<file path="config.mk">
export PLATFORM = sky130hd
export DESIGN_NAME = masked_beat_compare
export DESIGN_NICKNAME = d
export VERILOG_FILES = /design/src/rtl/aes_stream_pkg.sv /design/src/rtl/masked_beat_compare.sv
export SDC_FILE = /design/constraint.sdc
export NUM_CORES = 1
export LEC_CHECK = 0
export BUFFER_PORTS_ARGS = -buffer_cell sky130_fd_sc_hd__buf_2
export CORE_AREA = 4 4 104 106
export DETAILED_ROUTE_END_ITERATION = 10
export DIE_AREA = 0 0 108 110
export GPL_ROUTABILITY_DRIVEN = 0
export GPL_TIMING_DRIVEN = 0
export SLEW_MARGIN = 20
export SYNTH_ARGS = -nofsm -noshare
export SYNTH_HDL_FRONTEND = slang
export SYNTH_SLANG_ARGS = --single-unit
</file>
<file path="constraint.sdc">
create_clock -name vclk -period 1
set_input_delay 0.2 -clock vclk [all_inputs]
set_output_delay 0.2 -clock vclk [all_outputs]
set_load 0.01 [all_outputs]
</file>
<file path="src/rtl/aes_stream_pkg.sv">
// Shared types and helpers for the AES stream self-test blocks.
//   chk_state_t  : golden-checker FSM state encoding
//   keep_mask_eq : byte-masked equality of two beats under a tkeep mask
package aes_stream_pkg;

  typedef enum logic [1:0] {
    IDLE  = 2'd0,
    PRIME = 2'd1,
    CHECK = 2'd2,
    DONE  = 2'd3
  } chk_state_t;

  // Package functions cannot take a type parameter. Callers zero-extend their
  // DATA_W-wide beats to this width. Zero-padded keep bits never cause a
  // mismatch, so one function body serves every beat width up to this limit.
  localparam int KEEP_MAX_W = 1024;
  localparam int KEEP_MAX_B = KEEP_MAX_W / 8;

  // Returns 1 when every byte whose keep bit is set is equal in both beats.
  // An all-zero keep compares equal.
  function automatic logic keep_mask_eq(
    input logic [KEEP_MAX_W-1:0] data,
    input logic [KEEP_MAX_W-1:0] ref_beat,
    input logic [KEEP_MAX_B-1:0] keep
  );
    logic eq;
    eq = 1'b1;
    for (int k = 0; k < KEEP_MAX_B; k++) begin
      if (keep[k] && (data[8*k +: 8] != ref_beat[8*k +: 8])) eq = 1'b0;
    end
    return eq;
  endfunction

endpackage

</file>
<file path="src/rtl/masked_beat_compare.sv">
// Combinational byte-masked beat comparator.
//   data     : received beat
//   ref_beat : golden beat
//   keep     : byte-valid mask, bit k covers data[8k+:8]
//   match    : 1 when all kept bytes are equal
module masked_beat_compare
  import aes_stream_pkg::*;
#(
  parameter int DATA_W = 128
) (
  input  logic [DATA_W-1:0]   data,
  input  logic [DATA_W-1:0]   ref_beat,
  input  logic [DATA_W/8-1:0] keep,
  output logic                match
);

  logic [KEEP_MAX_W-1:0] data_ext;
  logic [KEEP_MAX_W-1:0] ref_ext;
  logic [KEEP_MAX_B-1:0] keep_ext;

  assign data_ext = KEEP_MAX_W'(data);
  assign ref_ext  = KEEP_MAX_W'(ref_beat);
  assign keep_ext = KEEP_MAX_B'(keep);
  assign match    = keep_mask_eq(data_ext, ref_ext, keep_ext);

endmodule

</file>
==> results.ini, run 1 <==
[timing]
min_period_ns = 1.59
setup-tns-final_ns = -0.592
relSlewSlack = 0.864
finalCritPeriodShare = 1.59
drv_slew = 0
setup_ws_ns = -0.592
fmax_mhz = 628
tightest_slew_ns = 0.203
grt_setup_unrepaired = yes
finalSetupViolCount = 1
hold_viol_final = 0

[synthesis]
muxShareOfSynthArea = 0
synth_area_leaders = xnor2_1 78%, nand4_1 16%, o21ai_0 2.8%
ys_seq_area_frac = 0
synthSimpleGateAreaFrac = 0.165
synth_compound_area_frac = 0.0557
netlist_instances = 181
syn-num-nets = 453
yosysTopAreaCell = xnor2_1
synthAdderAreaFrac = 0
syn_area_um2 = 1440
synth_commonest_cells = 128 x xnor2_1, 36 x nand4_1, 8 x o21ai_0, 8 x o21ai_1, 1 x nor4_2
synth_xor_area_frac = 0.779
synth_top_family_by_area = XOR/XNOR gates
synth_top_area_frac = 0.779
yosysMostFrequentCell = xnor2_1
synth.avg_cell_area_um2 = 7.95
ys_types = 5
yosys_warnings = 0

[layout]
drive_gt1_frac = 0.661
multiInputGateArea_um2 = 1640
final_core_util = 0.341
design.seq.count = 0
antenna_cells = 0
nNetsFinal = 728
ff_latch_area_um2 = 0
nFillCells = 1011
clock_buffers = 0
area_delta_synth_final_pct = 131

[detailed_routing]
wire_per_inst_um = 12.8
drtPass1Iterations = 4
wirelength_um = 7500
drc_errors = 0
via_per_inst = 3.93
vias = 2307
antenna_left = 0
drtIter0Drc = 69

[die]
fp.coreArea_um2 = 9770
start_util = 0.147
die_w_um = 108
die_y_um = 110
ios = 273
row_count = 36
die-area_um2 = 11900

[global_route]
antenna_found_initial = 0
grt_pass1_vias = 2282
track_usage = 0.100
grt_pass1_wl_um = 9680
grt_overflow = 0
grt_max_degree = 2

[placed_design]
dpl_worst_slack_ns = -0.687
portBuffers = 273
dp_hpwl_um = 6920

[worst_setup_path]
path_max_fanout = 1
worstPathArrival_ns = 1.39
critPathLaunchType = primary input
end_kind = primary output
required_ns = 0.80
crit_type = primary input to primary output

[worst_hold_path]
worstHoldStart = keep[7]
hold_depth = 5
hp-class = primary input to primary output
hold_end = match

[power_and_ir_drop]
p_leak_nw = 1.57
max-vdd-ir-drop_uv = 207
powerDensity_nw_per_um2 = 405

[clocking]
post_cts_buffers = 0
ctsHoldBuffers = 0

[run_status]
outcome = complete, but fails checks
violations = negative setup slack

[run]
cap_violations = 0

-- placed cells by master, fill, tap and decap left out --
cell / instances
nand4_1: 36
o21ai_0: 3
o21ai_1: 12
buf_2: 248
o21ai_2: 1
xnor2_2: 24
buf_6: 25
nor4_2: 1
xnor2_4: 1
xnor2_1: 103
-- power by group --
| group | leakage (nW) | switching (mW) | internal (mW) |
|---|---|---|---|
| sequential | 0 | 0 | 0 |
| combinational | 1.57 | 0.477 | 0.872 |
| clock | 0 | 0 | 0 |
-- cell families after synthesis --
logic type	Yosys count
and+or+nand+nor	37
xor gates and xnor gates	128
AOI/OAI and AO/OA	16
-- metal layers --
metal | track usage | vias up | share of wire
met3 | 0.0146 | 6 | 0.11
met4 | 0.00541 | 0 | 0.0043
met2 | 0.222 | 145 | 0.57
met5 | 0 | - | 0
met1 | 0.101 | 977 | 0.31
li1 | - | 1179 | -
-- worst max-delay path by stage --
stage                        startpoint  endpoint  slack (ns)  depth (start not counted)
after floorplan            ref_beat[78]     match       -0.22                          5
after global placement    ref_beat[111]     match       -0.68                          7
after detailed placement  ref_beat[111]     match       -0.69                          7
after CTS                      data[22]     match       -0.59                          7
after global routing           data[74]     match       -0.73                          7
final                      ref_beat[12]     match       -0.59                          7
-- stage by stage --
step / hold WS [ns] / cells / total power, mW / instance area (um2)
CTS: 0.853 / 587 / 1.28 / 3140
global route: 0.884 / 587 / 1.47 / 3330
global placement: 0.823 / 587 / 1.20 / 3030
floorplan: 0.561 / 181 / 0.528 / 1500
detailed placement: 0.823 / 587 / 1.22 / 3030
finish: 0.818 / 587 / 1.35 / 3330
-- worst max-delay path: stages --
cell,delay [ns]
buf_2,0.10
xnor2_1,0.15
nand4_1,0.11
o21ai_2,0.17
nand4_1,0.18
nor4_2,0.29
buf_2,0.19
-- layout make-up --
| class | instances | share of cell area |
|---|---|---|
| Timing Repair Buffer | 273 | 0.457 |
| Multi-Input combinational cell | 181 | 0.493 |
| Tap cell | 133 | 0.0500 |
-- what timing repair did --
action | 4_1_cts | 5_1_grt
gates resized for setup | 18 | 27
pin swaps | 15 | 29
cloned | 0 | 0
endpoints found under the setup margin | 1 | 1
Note: power is estimated with default switching activity, not from simulation.
==> run 2: changes to the inputs <==
--- a/config.mk
+++ b/config.mk
@@ -5,12 +5,14 @@
 export SDC_FILE = /design/constraint.sdc
 export NUM_CORES = 1
 export LEC_CHECK = 0
+export ABC_AREA = 1
 export BUFFER_PORTS_ARGS = -buffer_cell sky130_fd_sc_hd__buf_2
-export CORE_AREA = 4 4 104 106
+export CORE_AREA = 4 4 105 107
 export DETAILED_ROUTE_END_ITERATION = 10
-export DIE_AREA = 0 0 108 110
+export DIE_AREA = 0 0 109 111
 export GPL_ROUTABILITY_DRIVEN = 0
 export GPL_TIMING_DRIVEN = 0
+export PLACE_DENSITY = 0.61
 export SLEW_MARGIN = 20
 export SYNTH_ARGS = -nofsm -noshare
 export SYNTH_HDL_FRONTEND = slang
==> constraint.sdc (replaced) <==
create_clock -name vclk -period 1.75
set_input_delay 0.35 -clock vclk [all_inputs]
set_output_delay 0.35 -clock vclk [all_outputs]
set_load 0.01 [all_outputs]
==> results.ini, run 2 <==
[run_status]
outcome = complete, but fails checks
violations = negative setup slack

[worst_setup_path]
path_max_fanout = 1
worstPathArrival_ns = 1.41
required_ns = 1.40
startpoint = data[114]
end_kind = primary output
critPathLaunchType = primary input
crit_type = primary input to primary output

[die]
ios = 273
start_util = 0.177
die_w_um = 109
die-area_um2 = 12100
fp.coreArea_um2 = 10100
die_y_um = 111
row_count = 37

[timing]
tightest_slew_ns = 0.155
hold_viol_final = 0
fmax_mhz = 569
relSlewSlack = 0.896
grt_setup_unrepaired = yes
finalSetupViolCount = 1
min_period_ns = 1.76
setup_ws_ns = -0.00697
drv_slew = 0
finalCritPeriodShare = 1.00

[synthesis]
syn-num-nets = 599
ys_types = 4
synth_area_leaders = xnor2_1 56%, nand2_1 31%, nor2_1 7.7%
synth_commonest_cells = 148 x nand2_1, 114 x xnor2_1, 37 x nor2_1
yosysTopAreaCell = xnor2_1
syn_area_um2 = 1800
synth_top_area_frac = 0.555
ys_seq_area_frac = 0
synth.avg_cell_area_um2 = 5.50
yosys_warnings = 0
netlist_instances = 327
yosysMostFrequentCell = nand2_1

[placed_design]
dp_hpwl_um = 7160
dpl_worst_slack_ns = -0.229
placed_cells = 736
portBuffers = 273

[clocking]
post_cts_buffers = 0
ctsHoldBuffers = 0

[power_and_ir_drop]
p_leak_nw = 1.92
powerDensity_nw_per_um2 = 221
p_clk_frac = 0
seq_power_share = 0
p_switching_mw = 0.304
max-vdd-ir-drop_uv = 106
swShare = 0.394
p_comb_frac = 1.000
p_int_mw = 0.467

[global_route]
grt_max_degree = 3
grt_pass1_wl_um = 11300
track_usage = 0.111
grt_overflow = 0
antenna_found_initial = 0
grt_pass1_vias = 2747

[detailed_routing]
drtPass1Iterations = 4
drc_errors = 0
via_per_inst = 3.68
vias = 2710
wirelength_um = 7410
antenna_left = 0
wire_per_inst_um = 10.1
drtIter0Drc = 46

[layout]
final_cells = 736
final_core_util = 0.344
drive_gt1_frac = 0.498
area_delta_synth_final_pct = 93.8
clock_buffers = 0
design.seq.count = 0
nNetsFinal = 874
final_common_cell = buf_2
multiInputGateArea_um2 = 1820
nFillCells = 1149
layout_common_cells = 269 x buf_2, 144 x nand2_1, 103 x xnor2_1, 28 x inv_1, 26 x nor2_1
ff_latch_area_um2 = 0
antenna_cells = 0

[worst_hold_path]
hp-class = primary input to primary output
worstHoldStart = keep[12]
hold_depth = 7
hold_end = match

[run]
cap_violations = 0

[run 2: final cells by class]
class | count | area share
multi-input combinational | 299 | 0.522
timing repair buffer | 273 | 0.399
inverter | 28 | 0.0302
tap | 136 | 0.0488
[run 2: stage by stage]
| step | hold WS, ns | instance area [um2] | total power [mW] | setup TNS (ns) |
|---|---|---|---|---|
| 6_report | 1.12 | 3480 | 0.771 | -0.00697 |
| 5_1_grt | 1.17 | 3480 | 0.868 | -0.173 |
| 4_1_cts | 1.13 | 3350 | 0.746 | -0.137 |
| 3_5_place_dp | 1.13 | 3330 | 0.739 | -0.229 |
| 3_3_place_gp | 1.12 | 3330 | 0.732 | -0.218 |
| 2_1_floorplan | 0.902 | 1800 | 0.350 | 0 |
[run 2: kinds of logic after synthesis]
group	share of synthesized area
simple gates	0.386
xor+xnor	0.555
buf+inv	0.0585
[run 2: timing repair]
item,CTS,global route
gates resized for setup,3,28
gates cloned,0,0
setup endpoints to repair,1,1
pin swaps,1,22
[run 2: power by group through the flow]
stage	Combinational, mW	Clock, mW	Sequential [mW]
after global routing	0.868	0	0
after detailed placement	0.739	0	0
final	0.771	0	0
after global placement	0.732	0	0
after floorplan	0.350	0	0
after CTS	0.746	0	0
[run 2: per-layer routing]
layer | track usage | wire length [um] | vias to the layer above | share of wire
met3 | 0.0227 | 960 | 0 | 0.13
met2 | 0.230 | 4010 | 147 | 0.54
met5 | 0 | 0 | - | 0
met1 | 0.117 | 2450 | 1063 | 0.33
li1 | - | - | 1500 | -
met4 | 0 | 0 | 0 | 0
[run 2: worst max-delay path: stages]
cell and delay [ns]:
buf_6 0.10, xnor2_1 0.14, nand2_1 0.09, nor2_1 0.11, nand2_1 0.06, nand2_1 0.07
nand2_1 0.07, nor2_2 0.12, nand2_2 0.08, nor2_2 0.10, buf_6 0.11
[run 2: how the worst max path moves through the flow]
stage | cells past startpoint | end
2_1_floorplan | 9 | match
3_3_place_gp | 11 | match
3_5_place_dp | 11 | match
4_1_cts | 11 | match
5_1_grt | 11 | match
6_report | 11 | match
==> run 3: changes to the inputs <==
--- a/config.mk
+++ b/config.mk
@@ -5,14 +5,13 @@
 export SDC_FILE = /design/constraint.sdc
 export NUM_CORES = 1
 export LEC_CHECK = 0
-export ABC_AREA = 1
 export BUFFER_PORTS_ARGS = -buffer_cell sky130_fd_sc_hd__buf_2
-export CORE_AREA = 4 4 105 107
+export CORE_AREA = 4 4 103 105
 export DETAILED_ROUTE_END_ITERATION = 10
-export DIE_AREA = 0 0 109 111
+export DIE_AREA = 0 0 107 109
 export GPL_ROUTABILITY_DRIVEN = 0
 export GPL_TIMING_DRIVEN = 0
-export PLACE_DENSITY = 0.61
+export PLACE_DENSITY = 0.58
 export SLEW_MARGIN = 20
 export SYNTH_ARGS = -nofsm -noshare
 export SYNTH_HDL_FRONTEND = slang
==> constraint.sdc (replaced) <==
create_clock -name vclk -period 2.04
set_input_delay 0.408 -clock vclk [all_inputs]
set_output_delay 0.408 -clock vclk [all_outputs]
set_load 0.01 [all_outputs]
==> results.ini, run 3 (synthesis results as in run 1) <==
[run_status]
outcome = complete, no violations

[timing]
relSlewSlack = 0.848
min_period_ns = 2.00
fmax_mhz = 499
tightest_slew_ns = 0.226
finalCritPeriodShare = 0.982
drv_slew = 0
hold_viol_final = 0
grt_setup_unrepaired = yes
finalSetupViolCount = 0
hold_slack_ns = 1.25

[layout]
clock_buffers = 0
ff_latch_area_um2 = 0
final_common_cell = buf_2
final_cells = 587
fin_area_um2 = 2990
drive_gt1_frac = 0.608
final_core_util = 0.310
nNetsFinal = 728
layout_common_cells = 272 x buf_2, 127 x xnor2_1, 36 x nand4_1, 8 x o21ai_1, 7 x o21ai_0
area_delta_synth_final_pct = 107
design.seq.count = 0
antenna_cells = 0

[global_route]
grt_pass1_vias = 2382
grtUsageMet2 = 0.230
top_usage_layer = met2
track_usage = 0.101
grt_max_degree = 2
antenna_found_initial = 0
grt_pass1_wl_um = 9790
use_met1 = 0.0984
grt_overflow = 0
grt_util_met3 = 0.0148

[power_and_ir_drop]
max-vdd-ir-drop_uv = 78.8
powerDensity_nw_per_um2 = 192
seq_power_share = 0
p_int_mw = 0.366
swShare = 0.362
p_leak_nw = 1.38
p_clk_frac = 0
p_switching_mw = 0.208
p_comb_frac = 1.000
total_power_mw = 0.574

[worst_hold_path]
hold_end = match
worstHoldStart = keep[15]
hp-class = primary input to primary output
hold_depth = 5

[worst_setup_path]
critPathLaunchType = primary input
worstPathArrival_ns = 1.59
required_ns = 1.63
crit_type = primary input to primary output
crit_top_cell = nand4_1
crit_chain = buf_2, xnor2_1, nand4_1, o21ai_1, nand4_1, nor4_2, buf_4
cp_slowest_cell = xnor2_1
slowest_delay_ns = 0.22
path_max_fanout = 1
end_kind = primary output
startpoint = ref_beat[1]

[detailed_routing]
via_per_inst = 3.86
drc_errors = 0
drtPass1Iterations = 3
wirelength_um = 6820
wire_per_inst_um = 11.6
drtIter0Drc = 81
antenna_left = 0
vias = 2265

[die]
row_count = 36
fp.coreArea_um2 = 9640
die_w_um = 107
die_y_um = 109
start_util = 0.149
ios = 273
die-area_um2 = 11700

[placed_design]
dp_hpwl_um = 6690
placed_area_um2 = 2970
portBuffers = 273
placed_cells = 587

[clocking]
ctsHoldBuffers = 0

[run]
cap_violations = 0

[run 3: changes by cell type in the layout (fill, tap and decap cells not counted), moves of 7 or more]
cell	before	now
nand2_1	144	0
nand4_1	0	36
xnor2_2	11	1
xnor2_1	103	127
o21ai_0	0	7
nor2_2	10	0
nor2_1	26	0
o21ai_1	0	8
inv_1	28	0
[run 3: area by class of cell]
| class | instances | area [um2] |
|---|---|---|
| fillers | 1063 | 6650 |
| multi-input cells | 181 | 1450 |
| well taps | 133 | 166 |
| repair buffers | 273 | 1370 |
[run 3: what timing repair did]
action | in CTS | in global routing
setup buffers | 0 | 0
pin swaps | 2 | 1
gates cloned | 0 | 0
gates resized for setup | 3 | 1
setup endpoints to repair | 1 | 1
[run 3: power by group through the flow]
stage	Combinational, mW	Clock (mW)	Sequential (mW)
after detailed placement	0.576	0	0
final	0.574	0	0
after global routing	0.637	0	0
after floorplan	0.248	0	0
after global placement	0.564	0	0
after CTS	0.582	0	0
[run 3: through the flow]
stage,setup TNS [ns],setup WS (ns)
floorplan,0,0.390
global placement,-0.0592,-0.0592
detailed placement,-0.0700,-0.0700
CTS,-0.0143,-0.0143
global route,-0.122,-0.122
finish,0,0.0376
[run 3: worst max-delay path, delay by kind of cell]
family,cells,cell delay (ns)
and+or+nand+nor,3,0.46
buffers and inverters,2,0.27
xor gates and xnor gates,1,0.22
AOI/OAI and AO/OA,1,0.22
[run 3: how the worst max path moves through the flow]
stage,end,slack (ns)
final,match,0.04
after global routing,match,-0.12
after CTS,match,-0.01
after floorplan,match,0.39
after detailed placement,match,-0.07
after global placement,match,-0.06
[run 3: metal layers]
metal	routed length [um]	vias up	share of wire
li1	-	1179	-
met2	3980	139	0.58
met4	0	0	0
met3	755	0	0.11
met1	2080	947	0.31
met5	0	-	0
